`config.mk`:
```
export PLATFORM = sky130hd
export DESIGN_NAME = rx_parity_deser
export DESIGN_NICKNAME = d
export VERILOG_FILES = /design/src/rtl/rx_parity_deser.sv
export SDC_FILE = /design/constraint.sdc
export NUM_CORES = 1
export LEC_CHECK = 0
export CORE_ASPECT_RATIO = 0.6
export CORE_MARGIN = 1
export CORE_UTILIZATION = 40
export DETAILED_ROUTE_END_ITERATION = 8
export PLACE_DENSITY = 0.73
export SLEW_MARGIN = 20
export SYNTH_ARGS = -nofsm -noshare
export SYNTH_HDL_FRONTEND = slang
export SYNTH_SLANG_ARGS = --single-unit
```
`constraint.sdc`:
```
create_clock -name CLK -period 1.6 [get_ports CLK]
set_input_delay 0.32 -clock CLK [delete_from_list [all_inputs] [get_ports CLK]]
set_output_delay 0.32 -clock CLK [all_outputs]
set_load 0.02 [all_outputs]
```
`src/rtl/rx_parity_deser.sv`:
```
// Serial receive deserializer: start bit, WIDTH data bits LSB-first, optional parity, stop bit.
// Consumes one pre-sampled bit per bit_strobe; all outputs are registered.
module rx_parity_deser #(
    parameter int WIDTH = 8
) (
    input  logic             CLK,
    input  logic             RST,
    input  logic             sampled_bit,
    input  logic             bit_strobe,
    input  logic             PAR_EN,
    input  logic             PAR_TYP,
    output logic [WIDTH-1:0] P_DATA,
    output logic             data_valid,
    output logic             par_err,
    output logic             stp_err,
    output logic             busy
);

    localparam int CNT_W = $clog2(WIDTH) + 1;
    localparam logic [CNT_W-1:0] LAST_BIT = CNT_W'(WIDTH - 1);

    typedef enum logic [1:0] {
        IDLE   = 2'd0,
        DATA   = 2'd1,
        PARITY = 2'd2,
        STOP   = 2'd3
    } state_t;

    state_t           state, state_nxt;
    logic [CNT_W-1:0] bit_cnt, bit_cnt_nxt;
    logic [WIDTH-1:0] shift_reg, shift_nxt;
    logic [WIDTH-1:0] p_data_nxt;
    logic             par_en_q, par_en_nxt;
    logic             par_typ_q, par_typ_nxt;
    logic             par_bad, par_bad_nxt;
    logic             dv_nxt, pe_nxt, se_nxt;

    always_ff @(posedge CLK or negedge RST) begin
        if (!RST) begin
            state      <= IDLE;
            bit_cnt    <= '0;
            shift_reg  <= '0;
            par_en_q   <= 1'b0;
            par_typ_q  <= 1'b0;
            par_bad    <= 1'b0;
            P_DATA     <= '0;
            data_valid <= 1'b0;
            par_err    <= 1'b0;
            stp_err    <= 1'b0;
            busy       <= 1'b0;
        end else begin
            state      <= state_nxt;
            bit_cnt    <= bit_cnt_nxt;
            shift_reg  <= shift_nxt;
            par_en_q   <= par_en_nxt;
            par_typ_q  <= par_typ_nxt;
            par_bad    <= par_bad_nxt;
            P_DATA     <= p_data_nxt;
            data_valid <= dv_nxt;
            par_err    <= pe_nxt;
            stp_err    <= se_nxt;
            busy       <= (state_nxt != IDLE);
        end
    end

    always_comb begin
        state_nxt   = state;
        bit_cnt_nxt = bit_cnt;
        shift_nxt   = shift_reg;
        par_en_nxt  = par_en_q;
        par_typ_nxt = par_typ_q;
        par_bad_nxt = par_bad;
        p_data_nxt  = P_DATA;
        dv_nxt      = 1'b0;
        pe_nxt      = 1'b0;
        se_nxt      = 1'b0;

        case (state)
            IDLE: begin
                if (bit_strobe && !sampled_bit) begin
                    state_nxt   = DATA;
                    bit_cnt_nxt = '0;
                    shift_nxt   = '0;
                    par_en_nxt  = PAR_EN;
                    par_typ_nxt = PAR_TYP;
                    par_bad_nxt = 1'b0;
                end
            end
            DATA: begin
                if (bit_strobe) begin
                    // Shift in from the top so the first bit received ends up in bit 0.
                    shift_nxt   = {sampled_bit, shift_reg[WIDTH-1:1]};
                    bit_cnt_nxt = bit_cnt + 1'b1;
                    if (bit_cnt == LAST_BIT) begin
                        state_nxt = par_en_q ? PARITY : STOP;
                    end
                end
            end
            PARITY: begin
                if (bit_strobe) begin
                    state_nxt = STOP;
                    if (sampled_bit != ((^shift_reg) ^ par_typ_q)) begin
                        pe_nxt      = 1'b1;
                        par_bad_nxt = 1'b1;
                    end
                end
            end
            STOP: begin
                if (bit_strobe) begin
                    state_nxt = IDLE;
                    if (!sampled_bit) begin
                        se_nxt = 1'b1;
                    end else if (!par_bad) begin
                        dv_nxt     = 1'b1;
                        p_data_nxt = shift_reg;
                    end
                end
            end
            default: state_nxt = IDLE;
        endcase
    end

endmodule

```
==> results of run 1 <==
## layout make-up
cell class                      count  area share
Multi-Input combinational cell     79       0.327
Clock buffer                        7      0.0496
Inverter                            3     0.00647
Timing Repair Buffer               29       0.153
Tap cell                           42      0.0302
Sequential cell                    29       0.417
Clock inverter                      1      0.0172
## report_power, final
| group | switching [mW] | internal (mW) |
|---|---|---|
| logic | 0.513 | 0.627 |
| registers | 0.217 | 0.977 |
| clock network | 0.272 | 0.507 |
| total | 1.00 | 2.11 |
## kinds of logic after synthesis
family	Yosys count	synth area share
simple gates	41	0.157
mux	10	0.106
buf+inv	10	0.0437
flops	29	0.540
fa+ha+maj	1	0.00930
xor+xnor	10	0.0754
compound gates	17	0.0688
## how the worst max path moves through the flow
stage                      endpoint  slack (ns)  depth (start not counted)
after global placement     par_en_q       -0.32                          4
after floorplan           P_DATA[0]        0.19                          5
final                     P_DATA[6]        0.04                          1
after CTS                 P_DATA[5]        0.02                          1
after detailed placement  par_typ_q       -0.38                          4
after global routing      P_DATA[2]       0.001                          1
## cells in the mapped netlist (all sizes together) (2+ instances only)
library cell  number  area [µm²]
nand2             15        63.8
nor3               3        15.0
o21ai             13        65.1
buf                5        40.0
nand3              9        45.0
dfrtp             29         726
nor2               5        18.8
nor3b              2        20.0
clkbuf             2        7.51
mux2              10         143
xnor2              8        70.1
inv                3        11.3
nor2b              2        12.5
## through the flow
stage | instances | cell area, µm² | utilization | total power [mW]
after floorplan | 118 | 1350 | - | 1.99
after global placement | 182 | 1610 | 0.533 | 2.31
after detailed placement | 182 | 1610 | 0.533 | 2.34
after CTS | 190 | 1730 | 0.573 | 3.13
after global routing | 190 | 1740 | 0.576 | 3.29
final | 190 | 1740 | 0.576 | 3.11
## per-layer routing
layer,GRT usage,vias to the layer above,share of wire
li1,-,458,-
met1,0.221,423,0.55
met2,0.218,23,0.39
met3,0.0544,5,0.045
met4,0.0808,0,0.012
met5,0,-,0
==> results.py, run 1 <==
metrics = {
    "die": {
        "dieArea_mm2": 0.00361,
        "dieWidth_um": 76.9,
        "initial_utilization": 0.445,
        "io_pins": 18,
        "die_h_um": 46.9,
        "core_mm2": 0.00302,
        "placementRows": 15,
    },
    "timing": {
        "timing.fmax_ghz": 0.642,
        "finalSetupTns_ns": 0,
        "slew_headroom": 0.757,
        "holdWs_ns": 0.429,
        "fin_skew_ns": 0.00895,
        "period_share": 0.973,
        "worst_pin_slew_ns": 0.364,
        "hold_viol_final": 0,
        "grt_setup_unrepaired": "no",
        "fin_crit_ns": 1.56,
        "setup_viol": 0,
        "setup_slack_ns": 0.0430,
        "drv_slew": 0,
    },
    "synth": {
        "seq_area_frac_synth": 0.540,
        "syn_area_mm2": 0.00135,
        "synth_warnings": 0,
        "synth.distinct_cells": 30,
        "synthArstFlopShare": 1.00,
        "ys_ff_latch": 29,
        "synth.avg_cell_area_um2": 11.4,
        "synth_edf_count": 0,
        "syn_inst": 118,
        "synthFlopType": "dfrtp_1",
        "syn_nets": 125,
    },
    "cts": {
        "clock_latency_ns": 0.28,
        "cts-resized-gates": 2,
        "cts_hold_buf": 0,
        "path_clk_slew_ns": 0.07,
        "postCtsSetupBuffers": 0,
        "clock_sinks": 29,
        "max-clock-path-buffers": 2,
        "cts-htree-levels": 2,
        "cts_made_buffers": 5,
        "cts-root-buf": "clkbuf_8",
        "tritoncts": "built",
    },
    "placement": {
        "dp_slack_ns": -0.376,
        "dp.final_hpwl_mm": 1.75,
        "port_buffers": 17,
        "gp_congestion": 0.804,
    },
    "finish": {
        "final_cell_mix": "dfrtp_1, nand2_1, o21ai_0, clkdlybuf4s50_1, buf_4",
        "regArea_um2": 726,
        "syn_to_final_growth_pct": 29.5,
        "multi_input_area_um2": 569,
        "final_common_cell": "dfrtp_1",
        "antenna-diode-count": 0,
        "fillers": 254,
        "fin_nets": 154,
        "drive_above_1_share": 0.216,
    },
    "critical_path": {
        "slowest_delay_ns": 0.61,
        "critical_path.cell_chain": "clkdlybuf4s50_1",
        "slowest_stage": "clkdlybuf4s50_1",
        "r2r-end": "par_bad",
        "cp-start-kind": "flop",
        "reg2reg_depth": 4,
        "crit_family": "buffers and inverters",
        "worst-setup-path-type": "reg2out",
        "rr_startpoint": "shift_reg[4]",
        "end_kind": "output port",
        "worst-endpoint-arrival_ns": 1.24,
        "cp-startpoint": "P_DATA[6]",
        "regToRegSetupSlack_ns": 0.11,
        "required_ns": 1.28,
        "path_buf_inv": 1,
        "worst-path-max-fanout": 2,
    },
    "global_routing": {
        "grt_pass1_wl_mm": 4.03,
        "first_global_vias": 832,
        "grt_usage": 0.157,
        "grt-ovfl-total": 0,
        "antenna_found_initial": 0,
        "grt_start_max_net_pins": 30,
    },
    "routing": {
        "drc": 0,
        "routedWlPerCell_um": 12.7,
        "first_pass_iters": 4,
        "drtIter0Drc": 46,
        "antenna_left": 0,
        "viasPerCell": 4.78,
        "vias": 909,
        "totalWireLength_mm": 2.42,
    },
    "job": {
        "cap_violations": 0,
    },
    "power_and_ir_drop": {
        "p_leak_nw": 0.903,
        "powerDensity_mw_per_mm2": 1790,
        "ir_drop_mv": 0.887,
    },
    "worst_hold_path": {
        "hp-class": "in2async",
    },
    "status": {
        "status": "finished clean",
    },
}
No activity file was read; power rests on OpenSTA's default activity.
==> run 2: changes to the inputs <==
ABC_AREA = 1   (was default)
==> run 2 against run 1 <==
  * Maximum frequency fell by 0.45%
  * Clock skew down 0.0027 ns
  * Non-clock buffer count is 2 higher
  * Highest routed layer unchanged
  * Combinational power rose by 4%
  * Setup slack got worse by 0.0071 ns
  * Sequential cell count unchanged
  * Largest power group unchanged
  * Area after synthesis down 1.5%
  * First-iteration DRC count is 2.2% higher
  * Core utilization down 0.31 points
==> results.py, run 2 <==
metrics = {
    "status": {
        "status": "finished clean",
    },
    "timing": {
        "finalSetupTns_ns": 0,
        "fin_skew_ns": 0.00630,
        "timing.fmax_ghz": 0.639,
        "hold_viol_final": 0,
        "worst_pin_slew_ns": 0.363,
        "fin_crit_ns": 1.56,
        "period_share": 0.978,
        "setup_slack_ns": 0.0359,
        "slew_headroom": 0.758,
        "grt_setup_unrepaired": "no",
        "setup_viol": 0,
        "drv_slew": 0,
    },
    "cts": {
        "cts_hold_buf": 0,
        "path_clk_slew_ns": 0.06,
        "clock_latency_ns": 0.28,
        "cts-resized-gates": 0,
        "postCtsSetupBuffers": 0,
        "clock_sinks": 29,
        "cts-htree-levels": 2,
        "cts_made_buffers": 5,
        "tritoncts": "built",
        "cts-root-buf": "clkbuf_8",
        "max-clock-path-buffers": 2,
    },
    "finish": {
        "syn_to_final_growth_pct": 29.9,
        "fin_nets": 186,
        "final_common_cell": "nand2_1",
        "final_cell_mix": "nand2_1, dfrtp_1, clkdlybuf4s50_1",
        "drive_above_1_share": 0.178,
        "antenna-diode-count": 0,
        "final_cell_area_mm2": 0.00172,
        "fillers": 280,
    },
    "critical_path": {
        "slowest_stage": "clkdlybuf4s50_1",
        "worst-endpoint-arrival_ns": 1.24,
        "rr_startpoint": "state[1]",
        "regToRegSetupSlack_ns": 0.11,
        "r2r-end": "bit_cnt[3]",
        "slowest_delay_ns": 0.61,
        "cp-start-kind": "flop",
        "worst-path-max-fanout": 2,
        "worst-setup-path-type": "reg2out",
        "reg2reg_depth": 6,
        "end_kind": "output port",
        "crit_family": "buffers and inverters",
        "required_ns": 1.28,
        "path_buf_inv": 1,
        "critical_path.cell_chain": "clkdlybuf4s50_1",
    },
    "power_and_ir_drop": {
        "finalPower_mw": 2.96,
        "p_comb_frac": 0.400,
        "swShare": 0.391,
        "seqPwrFrac": 0.406,
        "p_leak_nw": 0.903,
        "ir_drop_mv": 0.804,
        "p_int_mw": 1.80,
        "powerDensity_mw_per_mm2": 1720,
        "p_sw_mw": 1.16,
        "clock_power_share": 0.194,
    },
    "synth": {
        "synth_edf_count": 0,
        "yosysTopAreaCellShare": 0.548,
        "synthFlopType": "dfrtp_1",
        "synth_warnings": 0,
        "synthTopCellsByArea": "dfrtp_1, nand2_1, nand3_1, inv_1, nor2_1",
        "synth.most_common_cell": "nand2_1",
        "seq_area_frac_synth": 0.548,
        "syn_nets": 150,
        "yosysTopAreaCell": "dfrtp_1",
        "syn_inst": 143,
        "synth.distinct_cells": 24,
        "syn_area_mm2": 0.00133,
        "synth.avg_cell_area_um2": 9.27,
        "synth_commonest_cells": "nand2_1, dfrtp_1, inv_1, nor2_1, nand3_1",
        "ys_ff_latch": 29,
        "synthArstFlopShare": 1.00,
    },
    "placement": {
        "gp_congestion": 0.783,
        "placed_area_mm2": 0.00163,
        "dp.final_hpwl_mm": 2.02,
        "dp_slack_ns": -0.140,
        "port_buffers": 17,
    },
    "routing": {
        "vias": 1053,
        "viasPerCell": 4.74,
        "drtIter0Drc": 47,
        "first_pass_iters": 4,
        "totalWireLength_mm": 2.72,
        "drc": 0,
        "antenna_left": 0,
        "routedWlPerCell_um": 12.2,
    },
    "global_routing": {
        "grt-ovfl-total": 0,
        "antenna_found_initial": 0,
        "grt_pass1_wl_mm": 4.50,
        "grt_start_max_net_pins": 30,
        "first_global_vias": 937,
        "grt_usage": 0.177,
    },
    "die": {
        "io_pins": 18,
        "dieArea_mm2": 0.00355,
        "core_mm2": 0.00300,
        "dieWidth_um": 76.3,
        "placementRows": 15,
        "die_h_um": 46.6,
        "initial_utilization": 0.441,
    },
    "worst_hold_path": {
        "hp-class": "in2async",
    },
    "job": {
        "cap_violations": 0,
    },
}
## run 2: changes by cell type after synthesis, sizes merged, moves of 2 or more
cell	previous run	this run
mux2	10	4
inv	3	16
nor3b	2	0
a21oi	1	6
nand2	15	37
nand3	9	12
nor2	5	15
o21ai	13	6
buf	5	2
nor2b	2	0
xnor2	8	5
clkbuf	2	0
## run 2: area by class of cell
type,instances,area (µm²),area share
tap,42,52.6,0.0305
inverter,16,60.1,0.0349
clock inverter,2,10.0,0.00581
sequential,29,726,0.422
clock buffer,6,72.6,0.0422
multi-input combinational,96,520,0.302
timing repair buffer,31,280,0.163
## run 2: kinds of logic (layout without fill, tap and decap cells)
logic type	Yosys count	count (layout)	synth area share
flip-flops	29	29	0.548
buffers and inverters	18	55	0.0595
adder cells (fa/ha/maj)	1	1	0.00944
AND/OR/NAND/NOR	68	68	0.230
multiplexers	4	4	0.0368
AO/OA/AOI/OAI	16	16	0.0699
XOR/XNOR	7	7	0.0463
## run 2: metal layers
layer | vias to the layer above | wire (µm) | GRT usage
met4 | 0 | 42 | 0.0923
met2 | 17 | 1200 | 0.270
met1 | 500 | 1380 | 0.230
li1 | 532 | - | -
met5 | - | 0 | 0
met3 | 4 | 98 | 0.0594
## run 2: worst max path at each step
stage,startpoint,to,slack (ns),cells after the start
floorplan,state[1],P_DATA[3],0.26,4
global placement,bit_strobe,P_DATA[2],-0.13,5
detailed placement,bit_strobe,P_DATA[0],-0.14,5
CTS,P_DATA[0],P_DATA[0],0.004,1
global route,P_DATA[3],P_DATA[3],0.003,1
finish,P_DATA[3],P_DATA[3],0.04,1
## run 2: per-stage QoR
step | std cells | hold slack [ns] | util
floorplan | 143 | 0.0244 | -
global placement | 214 | 0.473 | 0.544
detailed placement | 214 | 0.480 | 0.544
CTS | 222 | 0.431 | 0.572
global route | 222 | 0.459 | 0.573
finish | 222 | 0.422 | 0.573
## run 2: power groups by stage
stage	combinational (mW)	clock [mW]	sequential (mW)
2_1_floorplan	0.692	0	1.26
3_3_place_gp	1.14	0	1.20
3_5_place_dp	1.19	0	1.21
4_1_cts	1.20	0.594	1.20
5_1_grt	1.33	0.621	1.24
6_report	1.18	0.574	1.20
==> run 3: changes to the inputs <==
SLEW_MARGIN = default   (was 20)
==> results of run 3 <==
The final DEF is identical to that of run 2; final timing and power are the same.
